`config.mk`:
```
export PLATFORM = sky130hd
export DESIGN_NAME = vmicro16_apb_gpio_port_flat
export DESIGN_NICKNAME = d
export VERILOG_FILES = /design/src/rtl/vmicro16_apb_gpio_port_if.sv /design/src/rtl/vmicro16_apb_gpio_port.sv /design/src/flat_wrapper.sv
export SDC_FILE = /design/constraint.sdc
export NUM_CORES = 1
export LEC_CHECK = 0
export BUFFER_PORTS_ARGS = -buffer_cell sky130_fd_sc_hd__buf_2
export CAP_MARGIN = 30
export CELL_PAD_IN_SITES_DETAIL_PLACEMENT = 0
export CELL_PAD_IN_SITES_GLOBAL_PLACEMENT = 1
export CORE_MARGIN = 2
export CORE_UTILIZATION = 40
export DETAILED_ROUTE_END_ITERATION = 10
export PLACE_DENSITY = 0.67
export SLEW_MARGIN = 0
export SYNTH_ARGS = -nofsm -noshare
export SYNTH_HDL_FRONTEND = slang
export SYNTH_SLANG_ARGS = --single-unit
```
`constraint.sdc`:
```
create_clock -name clk -period 6.1 [get_ports clk]
set_input_delay 1.525 -clock clk [delete_from_list [all_inputs] [get_ports clk]]
set_output_delay 1.525 -clock clk [all_outputs]
set_load 0.05 [all_outputs]
```
`src/rtl/vmicro16_apb_gpio_port_if.sv`:
```
// rtl/vmicro16_apb_gpio_port_if.sv - APB completer-side bus bundle for the GPIO port
interface vmicro16_apb_gpio_port_if #(
    parameter int BUS_WIDTH  = 16,
    parameter int ADDR_WIDTH = 3
);
    logic [ADDR_WIDTH-1:0] S_PADDR;
    logic                  S_PWRITE;
    logic                  S_PSELx;
    logic                  S_PENABLE;
    logic [BUS_WIDTH-1:0]  S_PWDATA;
    logic [BUS_WIDTH-1:0]  S_PRDATA;
    logic                  S_PREADY;

    modport master (
        output S_PADDR, S_PWRITE, S_PSELx, S_PENABLE, S_PWDATA,
        input  S_PRDATA, S_PREADY
    );

    modport slave (
        input  S_PADDR, S_PWRITE, S_PSELx, S_PENABLE, S_PWDATA,
        output S_PRDATA, S_PREADY
    );
endinterface

```
`src/rtl/vmicro16_apb_gpio_port.sv`:
```
// rtl/vmicro16_apb_gpio_port.sv - APB GPIO bank with output set/clear and rising-edge interrupts
module vmicro16_apb_gpio_port #(
    parameter int              BUS_WIDTH  = 16,
    parameter int              PINS       = 16,
    parameter int              ADDR_WIDTH = 3,
    parameter logic [PINS-1:0] OUT_RESET  = '0
) (
    input  logic                    clk,
    input  logic                    reset,
    vmicro16_apb_gpio_port_if.slave apb,
    output logic [PINS-1:0]         gpio_out,
    input  logic [PINS-1:0]         gpio_in,
    output logic                    irq
);
    localparam logic [ADDR_WIDTH-1:0] A_OUT = ADDR_WIDTH'(0);
    localparam logic [ADDR_WIDTH-1:0] A_SET = ADDR_WIDTH'(1);
    localparam logic [ADDR_WIDTH-1:0] A_CLR = ADDR_WIDTH'(2);
    localparam logic [ADDR_WIDTH-1:0] A_IN  = ADDR_WIDTH'(3);
    localparam logic [ADDR_WIDTH-1:0] A_IE  = ADDR_WIDTH'(4);
    localparam logic [ADDR_WIDTH-1:0] A_IS  = ADDR_WIDTH'(5);

    typedef enum logic [1:0] {IDLE, RD_WAIT, DONE} state_t;

    state_t              state, state_next;
    logic                wr_commit, rd_commit;
    logic [PINS-1:0]     sync1, sync2, prev;
    logic [PINS-1:0]     ie_reg, is_reg, is_next;
    logic [PINS-1:0]     wdata, rise, w1c;
    logic [BUS_WIDTH-1:0] rd_value;

    assign wdata = apb.S_PWDATA[PINS-1:0];
    assign rise  = sync2 & ~prev;
    assign w1c   = (wr_commit && apb.S_PADDR == A_IS) ? wdata : '0;
    // Rise is OR-ed in after the clear so a same-cycle edge survives a W1C.
    assign is_next = (is_reg & ~w1c) | rise;

    always_comb begin
        state_next   = state;
        wr_commit    = 1'b0;
        rd_commit    = 1'b0;
        apb.S_PREADY = 1'b0;
        case (state)
            IDLE: begin
                if (apb.S_PSELx && apb.S_PENABLE) begin
                    if (apb.S_PWRITE) begin
                        wr_commit    = 1'b1;
                        apb.S_PREADY = 1'b1;
                        state_next   = DONE;
                    end else begin
                        rd_commit  = 1'b1;
                        state_next = RD_WAIT;
                    end
                end
            end
            RD_WAIT: begin
                apb.S_PREADY = 1'b1;
                state_next   = DONE;
            end
            DONE: begin
                // Hold here while the access phase is still asserted to avoid a second commit.
                if (!(apb.S_PSELx && apb.S_PENABLE)) state_next = IDLE;
            end
            default: state_next = IDLE;
        endcase
    end

    always_comb begin
        rd_value = '0;
        case (apb.S_PADDR)
            A_OUT:   rd_value[PINS-1:0] = gpio_out;
            A_IN:    rd_value[PINS-1:0] = sync2;
            A_IE:    rd_value[PINS-1:0] = ie_reg;
            A_IS:    rd_value[PINS-1:0] = is_reg;
            default: rd_value = '0;
        endcase
    end

    always_ff @(posedge clk or posedge reset) begin
        if (reset) state <= IDLE;
        else       state <= state_next;
    end

    always_ff @(posedge clk or posedge reset) begin
        if (reset) begin
            sync1        <= '0;
            sync2        <= '0;
            prev         <= '0;
            gpio_out     <= OUT_RESET;
            ie_reg       <= '0;
            is_reg       <= '0;
            irq          <= 1'b0;
            apb.S_PRDATA <= '0;
        end else begin
            sync1  <= gpio_in;
            sync2  <= sync1;
            prev   <= sync2;
            is_reg <= is_next;
            irq    <= |(is_reg & ie_reg);
            if (wr_commit) begin
                case (apb.S_PADDR)
                    A_OUT:   gpio_out <= wdata;
                    A_SET:   gpio_out <= gpio_out | wdata;
                    A_CLR:   gpio_out <= gpio_out & ~wdata;
                    A_IE:    ie_reg   <= wdata;
                    default: ;
                endcase
            end
            if (rd_commit) apb.S_PRDATA <= rd_value;
        end
    end
endmodule

```
`src/flat_wrapper.sv`:
```
// flat-port wrapper written by rule: the top's interface ports become plain ports
module vmicro16_apb_gpio_port_flat 
#(
    parameter int              BUS_WIDTH  = 16,
    parameter int              PINS       = 16,
    parameter int              ADDR_WIDTH = 3,
    parameter logic [PINS-1:0] OUT_RESET  = '0
)
  (clk, reset, gpio_out, gpio_in, irq, apb_S_PADDR, apb_S_PWRITE, apb_S_PSELx, apb_S_PENABLE, apb_S_PWDATA, apb_S_PRDATA, apb_S_PREADY);
  vmicro16_apb_gpio_port_if #(.BUS_WIDTH(BUS_WIDTH), .ADDR_WIDTH(ADDR_WIDTH)) apb_i ();
  input  logic clk;
  input  logic reset;
  output logic [PINS-1:0] gpio_out;
  input  logic [PINS-1:0] gpio_in;
  output logic irq;
  input wire logic [$bits(apb_i.S_PADDR)-1:0] apb_S_PADDR;
  input wire logic [$bits(apb_i.S_PWRITE)-1:0] apb_S_PWRITE;
  input wire logic [$bits(apb_i.S_PSELx)-1:0] apb_S_PSELx;
  input wire logic [$bits(apb_i.S_PENABLE)-1:0] apb_S_PENABLE;
  input wire logic [$bits(apb_i.S_PWDATA)-1:0] apb_S_PWDATA;
  output wire logic [$bits(apb_i.S_PRDATA)-1:0] apb_S_PRDATA;
  output wire logic [$bits(apb_i.S_PREADY)-1:0] apb_S_PREADY;
  assign apb_i.S_PADDR = apb_S_PADDR;
  assign apb_i.S_PWRITE = apb_S_PWRITE;
  assign apb_i.S_PSELx = apb_S_PSELx;
  assign apb_i.S_PENABLE = apb_S_PENABLE;
  assign apb_i.S_PWDATA = apb_S_PWDATA;
  assign apb_S_PRDATA = apb_i.S_PRDATA;
  assign apb_S_PREADY = apb_i.S_PREADY;
  vmicro16_apb_gpio_port #(.BUS_WIDTH(BUS_WIDTH), .PINS(PINS), .ADDR_WIDTH(ADDR_WIDTH), .OUT_RESET(OUT_RESET)) u_core (.clk(clk), .reset(reset), .apb(apb_i), .gpio_out(gpio_out), .gpio_in(gpio_in), .irq(irq));
endmodule
```
==> reports/qor.csv, run 1 <==
metric,value,unit
status,finished clean,
hold_ws,0.345,ns
drt wl/cell,20.3,um
Max VDD drop,0.163,mV
r2r startpoint,u_core.state[1],
RSZ-0062 raised after global routing,no,
Hold WC Path Type,reg -> reg,
port buffer count,73,
# rows,39,
Synth Instances,367,
CTS Buf Count,17,
Pre-antenna DRT Iters,5,
first-pass GRT wire length,19200,um
die area,12800,um2
startpoint class of the critical path,input port,
Via density,5.70,
R2R depth,3,
routability cong.,0.757,
largest net degree at the start of global routing,68,
CTS H-tree lvls,4,
ANT cells,0,
hold path start,u_core.sync1[3],
layout cell share with drive strength beyond 1,31.8,%
flop-to-flop setup slack,3.60,ns
mean post-synth cell area,13.0,um2
Synth Register Bits,115,
Slew HR,33.8,%
Worst Setup End Kind,output port,
actual slew at the worst max-slew pin,0.989,ns
syn nets,407,
Skew-Pair Late Insertion Delay,0.41,ns
post-CTS sizing,0,
DIE WIDTH,113,um
total power,2.21,mW
# Max-Cap Violations,0,
Starting Density,41.4,%
clock root buffer,clkbuf_16,
static leakage,2.65,nW
Critical Path Slowest Stage Cell,and4bb_2,
total gr overflow,0,
reg2reg end,u_core.gpio_out[5],
final hold vios,0,
CP Max Fanout,19,
Setup Crit Path Kind,in -> out,
synthesized cell area,4780,um2
WP data arrival,2.58,ns
Inst Count DP,556,
Critical Path RT,4.58,ns
via count,3358,
CTS Buffer Depth,2,
Worst Setup SP,apb_S_PSELx,
final core occ,50.1,%
Routed Antenna Nets,0,
setup violators final,0,
initial antenna violation count,0,
crit-path max cell delay,0.53,ns
DRC Markers,0,
DRT Wirelength,12000,um
fin nets,473,
P per Cell Area,380,nW/um2
part of the Yosys area used for sequential elements,60.2,%
Hold Crit Depth,0,
Clock Pin Slew Worst Setup and Hold Paths,0.05,ns
Achievable Freq,244,MHz
core box area,11600,um2
fin crit share,67.3,%
Tot GR Track Use,20.0,%
Synth warnings,0,
dpl hpwl,7660,um
initial DRC count,339,
Final Critical Period,4.11,ns
Yosys cell types,33,
hold buffer count at cts,0,
Hold Path Sink,u_core.sync2[3],
Clock Sinks,115,
clk_skew,0.00696,ns
setup tns final,0,ns
# IOs,74,
FILL cells,1029,
worst path cell trace,buf_2 > and4bb_2 > nand2_1 > nand2_1 > buf_2,
vias in the first global route,3344,
post-CTS setup repair buffer count,0,
CTS tree,built,
die height,113,um
Max Transition Viols Final,0,
Post-Layout Cell Count,589,
area delta synth->final,21.2,%
-- kinds of logic (layout without fill, tap and decap cells) --
group	count (synthesis)	in the layout	synth area share (%)
muxes	32	32	7.12
buffers and inverters	49	128	4.53
AOI/OAI and AO/OA	107	107	19.0
xor gates and xnor gates	1	1	0.183
DFF	115	115	60.2
and+or+nand+nor	63	63	9.03
-- cell usage after synthesis (all sizes together) --
cell	instances	area, um2
nor4b	1	23.8
o21ai	17	85.1
nand2	18	67.6
nand4	2	18.8
a21oi	1	5.00
nor2	1	6.26
a221oi	4	35.0
and4bb	1	12.5
dfrtp	115	2880
mux2i	16	160
nand4b	17	149
clkbuf	17	63.8
inv	18	67.6
or3	1	11.3
nand4bb	1	11.3
mux2	16	180
a221o	16	160
o221a	15	169
o2111ai	16	140
a22o	20	175
nor2b	16	100
nand2b	4	25.0
o211a	1	10.0
o31ai	16	120
or2	1	6.26
buf	14	85.1
xnor2	1	8.76
o211ai	1	7.51
-- worst max-delay path: cells and delay by family --
kind,cells,cell delay (ns)
buffers and inverters,2,0.35
AND/OR/NAND/NOR,3,0.71
-- final cells by class --
cell class              count  area [um2]  share of cell area, %
clock inverters             4        20.0                  0.345
multi-input cells         203        1690                   29.1
flip-flops and latches    115        2880                   49.6
inverters                  18        70.1                   1.21
well taps                 143         179                   3.09
repair buffers             78         435                   7.51
clock buffers              28         527                   9.09
-- stage by stage --
| stage | setup slack, ns | area (um2) |
|---|---|---|
| final | 1.99 | 5800 |
| after global routing | 1.88 | 5800 |
| after CTS | 2.00 | 5780 |
| after detailed placement | 2.01 | 5230 |
| after global placement | 2.01 | 5190 |
| after floorplan | 1.53 | 4780 |
-- routing by layer --
layer	track usage (%)	part of all wire, %
met3	5.14	4.5
met5	0	0
met1	28.6	48
met2	28.7	46
met4	9.11	2.1
-- power breakdown --
part | internal, mW | leakage (nW) | switching [mW]
clock | 0.580 | 0.274 | 0.326
combinational | 0.125 | 1.01 | 0.272
sequential | 0.842 | 1.37 | 0.0600
total | 1.55 | 2.65 | 0.658
-- placed cells by master, fill, tap and decap left out, drive strengths merged --
cell     Yosys  layout
a21oi        1       1
a221o       16      16
a221oi       4       4
a22o        20      20
and4bb       1       1
buf         14      78
clkbuf      17      28
clkinv       0       4
dfrtp      115     115
inv         18      18
mux2        16      16
mux2i       16      16
nand2       18      18
nand2b       4       4
nand4        2       2
nand4b      17      17
nand4bb      1       1
nor2         1       1
nor2b       16      16
nor4b        1       1
o2111ai     16      16
o211a        1       1
o211ai       1       1
o21ai       17      17
o221a       15      15
o31ai       16      16
or2          1       1
or3          1       1
xnor2        1       1
-- worst max path at each step --
stage / end / slack, ns / depth (start not counted)
detailed placement: apb_S_PREADY / 2.01 / 5
CTS: apb_S_PREADY / 2.00 / 5
finish: apb_S_PREADY / 1.99 / 5
global route: apb_S_PREADY / 1.88 / 5
floorplan: u_core.apb.S_PRDATA[0] / 1.53 / 1
global placement: apb_S_PREADY / 2.01 / 5
No activity file was read; power rests on OpenSTA's default activity.
==> run 2, diff against run 1 <==
Clock period 6.1 ns to 4.3 ns, I/O delays scaled along.
==> run 2 against run 1 <==
Effect of this change:
- clock power rose by 66%
- non-clock buffer count grew 5
- register-to-register slack got worse by 1.6 ns
- setup slack worse by 0.89 ns
- clock skew about the same
- critical path type unchanged
- largest cell class unchanged
==> reports/qor.csv, run 2 (same netlist as run 1, synthesis figures left out) <==
metric,value,unit
area delta synth->final,23.9,%
startpoint class of the critical path,input port,
setup violators final,0,
fin nets,478,
Critical Path Slowest Stage Cell,and4bb_2,
Int Pwr,2.40,mW
Hold WC Path Type,reg -> reg,
Critical Path RT,3.22,ns
Clock Pin Slew Worst Setup and Hold Paths,0.05,ns
power share of the combinational group,16.9,%
DRT Wirelength,12100,um
Final Critical Period,3.20,ns
Routed Antenna Nets,0,
Max Transition Viols Final,0,
worst path cell trace,buf_2 > and4bb_2 > nand2_1 > nand2_1 > buf_2,
drt wl/cell,20.3,um
initial antenna violation count,0,
FILL cells,1012,
die area,12800,um2
Via density,5.73,
post-CTS sizing,0,
port buffer count,73,
clk_skew,0.00673,ns
crit-path max cell delay,0.53,ns
post-CTS setup repair buffer count,0,
ANT cells,0,
clock network power share,44.9,%
CTS tree,built,
Skew-Pair Late Insertion Delay,0.40,ns
Pre-antenna DRT Iters,4,
via count,3405,
# IOs,74,
WP data arrival,2.12,ns
actual slew at the worst max-slew pin,0.749,ns
CP Max Fanout,19,
final hold vios,0,
"most common cell after layout, fill and taps aside",dfrtp_1,
DRC Markers,0,
"commonest non-fill, non-tap cells in the layout","dfrtp_1 (115), buf_2 (73), a22o_1 (20)",
P_sw,0.940,mW
Net Sw Frac,28.1,%
CTS Buf Count,17,
hold buffer count at cts,0,
core box area,11600,um2
DIE WIDTH,113,um
setup tns final,0,ns
CTS Buffer Depth,2,
Max VDD drop,0.319,mV
vias in the first global route,3398,
largest net degree at the start of global routing,74,
routability cong.,0.760,
Tot GR Track Use,20.2,%
# rows,39,
CTS H-tree lvls,4,
Worst Setup End Kind,output port,
Bufs and invs on worst path,2,
sequential power share,38.3,%
clock root buffer,clkbuf_16,
initial DRC count,271,
Starting Density,41.4,%
status,finished clean,
"CP delay by family, top",simple AND/OR/NAND/NOR gates,
fin crit share,74.4,%
P per Cell Area,564,nW/um2
total gr overflow,0,
Achievable Freq,313,MHz
Setup Crit Path Kind,in -> out,
RSZ-0062 raised after global routing,no,
total power,3.34,mW
first-pass GRT wire length,19400,um
layout cell share with drive strength beyond 1,33.3,%
Slew HR,49.8,%
# Max-Cap Violations,0,
dpl hpwl,7690,um
static leakage,2.71,nW
die height,113,um
Clock Sinks,115,
[run 2: changes by cell type in the layout (fill, tap and decap cells not counted)]
cell	previous run	this run
buf_4	3	8
bufinv_16	0	4
clkbuf_1	5	2
clkbuf_8	6	4
clkinv_2	4	3
clkinvlp_4	0	2
[run 2: cell type report]
class,count,area (um2),share of cell area (%)
repair buffers,83,473,7.98
multi-input cells,203,1690,28.5
clock buffers,23,488,8.23
flip-flops and latches,115,2880,48.6
inverters,18,70.1,1.18
well taps,143,179,3.02
clock inverters,9,150,2.53
[run 2: path summary, 6_finish.rpt]
kind                                   from            endpoint  slack (ns)  depth (start not counted)
min in group asynchronous             reset     u_core.prev[13]        0.54                          2
min reg2reg                u_core.sync1[13]    u_core.sync2[13]        0.34                          0
max in group asynchronous             reset  u_core.gpio_out[3]        2.99                          4
max reg2reg                 u_core.state[1]    u_core.is_reg[3]        1.99                          3
min                        u_core.sync1[13]    u_core.sync2[13]        0.34                          0
max                             apb_S_PSELx        apb_S_PREADY        1.10                          5
[run 2: power groups by stage]
stage / Clock, mW / Combinational (mW) / Sequential [mW]
6_report: 1.50 / 0.564 / 1.28
5_1_grt: 1.59 / 0.606 / 1.29
4_1_cts: 1.53 / 0.564 / 1.28
3_5_place_dp: 0 / 0.563 / 1.30
3_3_place_gp: 0 / 0.558 / 1.29
2_1_floorplan: 0 / 0.213 / 1.47
[run 2: per-stage QoR]
step,setup WS [ns],area (um2),util (%),hold slack [ns],cells
floorplan,0.181,4780,-,0.331,367
global placement,1.10,5260,45.5,0.331,561
detailed placement,1.09,5260,45.5,0.335,561
CTS,1.08,5900,51.0,0.346,593
global route,0.974,5930,51.2,0.353,594
finish,1.10,5930,51.2,0.345,594
[run 2: per-layer routing]
metal / up-vias / track usage [%] / share of wire (%) / wire [um]
met1: 1738 / 28.8 / 47 / 5730
met2: 107 / 29.3 / 45 / 5480
met3: 11 / 7.12 / 5.8 / 705
met4: 0 / 6.10 / 1.2 / 141
li1: 1549 / - / - / -
met5: - / 0 / 0 / 0
==> run 3, diff against run 2 <==
Clock period 4.3 ns to 3.2 ns, I/O delays scaled along.
==> run 3 against run 2 <==
Effect of this change:
- first-iteration DRC count decreased by 28%
- register-to-register slack got worse by 0.85 ns
- flip-flop and latch count unchanged
- wire length decreased by 0.83%
- count of clock-buffer cells in the layout decreased by 1
- total power increased by 31%
- sequential share of layout area increased by 0.48 points
- critical path type unchanged
- largest power group unchanged
- utilization decreased by 0.50 points
- clock skew decreased by 0.00054 ns
- die area unchanged
- final cell count increased by 0.17%
- combinational power increased by 33%
==> reports/qor.csv, run 3 (same netlist as run 1, synthesis figures left out) <==
metric,value,unit
status,finished clean,
Placement Setup Slack,0.669,ns
routability cong.,0.776,
Clock Pin Slew Worst Setup and Hold Paths,0.05,ns
Critical Path RT,2.40,ns
worst path cell trace,buf_2 > nand2_1 > nand2_1 > buf_2,
CTS H-tree lvls,4,
"commonest non-fill, non-tap cells in the layout","dfrtp_1 (115), buf_2 (73), a22o_1 (20)",
Starting Density,41.4,%
post-CTS setup repair buffer count,0,
Post-Layout Cell Count,595,
Bufs and invs on worst path,2,
via count,3411,
port buffer count,73,
power share of the combinational group,17.1,%
Skew-Pair Late Insertion Delay,0.41,ns
total gr overflow,0,
first-pass GRT wire length,19700,um
setup violators final,0,
layout cell share with drive strength beyond 1,33.4,%
Levels on crit path,4,
hold buffer count at cts,0,
setup tns final,0,ns
# IOs,74,
drt wl/cell,20.1,um
Via density,5.73,
initial DRC count,196,
# Max-Cap Violations,0,
Max Transition Viols Final,0,
DRC Markers,0,
P per Cell Area,748,nW/um2
Setup Crit Path Kind,in -> out,
Pre-antenna DRT Iters,4,
Hold Crit Depth,0,
CTS tree,built,
area delta synth->final,22.7,%
dpl hpwl,7790,um
crit-path max cell delay,0.41,ns
Final Critical Period,2.47,ns
P_sw,1.27,mW
DIE WIDTH,113,um
total power,4.39,mW
Clock Sinks,115,
core box area,11600,um2
Achievable Freq,405,MHz
clock network power share,43.8,%
Tot GR Track Use,20.5,%
fin nets,479,
die height,113,um
WP data arrival,1.67,ns
clk_skew,0.00619,ns
fin crit share,77.2,%
clock root buffer,clkbuf_16,
CP Max Fanout,21,
largest net degree at the start of global routing,63,
startpoint class of the critical path,input port,
Inst Count DP,563,
"most common cell after layout, fill and taps aside",dfrtp_1,
actual slew at the worst max-slew pin,0.793,ns
Max VDD drop,0.344,mV
vias in the first global route,3541,
# rows,39,
final hold vios,0,
CTS Buffer Depth,2,
Int Pwr,3.12,mW
Critical Path Slowest Stage Cell,buf_2,
"CP delay by family, top",buffers and inverters,
area post-placement,5260,um2
post-CTS sizing,0,
DRT Wirelength,12000,um
initial antenna violation count,0,
sequential power share,39.1,%
R2R depth,4,
final instance area,5870,um2
die area,12800,um2
Worst Setup End Kind,output port,
Net Sw Frac,28.9,%
Slew HR,47.2,%
CTS Buf Count,17,
RSZ-0062 raised after global routing,no,
Routed Antenna Nets,0,
static leakage,2.69,nW
Hold WC Path Type,reg -> reg,
final setup margin,0.729,ns
ANT cells,0,
[run 3: routing by layer]
metal  vias to the layer above  track usage (%)  wire (um)  share of wire [%]
li1                       1550                -          -                  -
met1                      1746             27.1       5430                 45
met2                        99             32.3       5770                 48
met3                        16             5.84        562                4.7
met4                         0             7.64        191                1.6
met5                         -                0          0                  0
[run 3: power groups by stage]
stage	sequential [mW]	clock [mW]	combinational, mW
final	1.72	1.92	0.751
after detailed placement	1.74	0	0.754
after floorplan	1.98	0	0.286
after global placement	1.74	0	0.746
after CTS	1.72	1.96	0.757
after global routing	1.74	2.04	0.804
[run 3: per-stage QoR]
stage	util [%]	hold WS, ns
after floorplan	-	0.331
after global placement	45.5	0.332
after detailed placement	45.5	0.336
after CTS	50.7	0.347
after global routing	50.7	0.352
final	50.7	0.347
[run 3: area by class of cell]
type,count,area [um2]
inverter,18,71.3
fill,1032,5700
clock inverter,10,130
tap,143,179
clock buffer,22,474
timing repair buffer,84,448
sequential,115,2880
multi-input combinational,203,1690
[run 3: path summary, 6_finish.rpt]
kind,slack (ns),start,to
worst max-delay path,0.73,apb_S_PWRITE,apb_S_PREADY
min in group asynchronous,0.60,reset,u_core.sync1[13]
worst min register to register,0.35,u_core.sync1[9],u_core.sync2[9]
max in group asynchronous,2.02,reset,u_core.apb.S_PRDATA[7]
worst min-delay path,0.35,u_core.sync1[9],u_core.sync2[9]
worst max register to register,1.14,u_core.state[1],u_core.ie_reg[4]
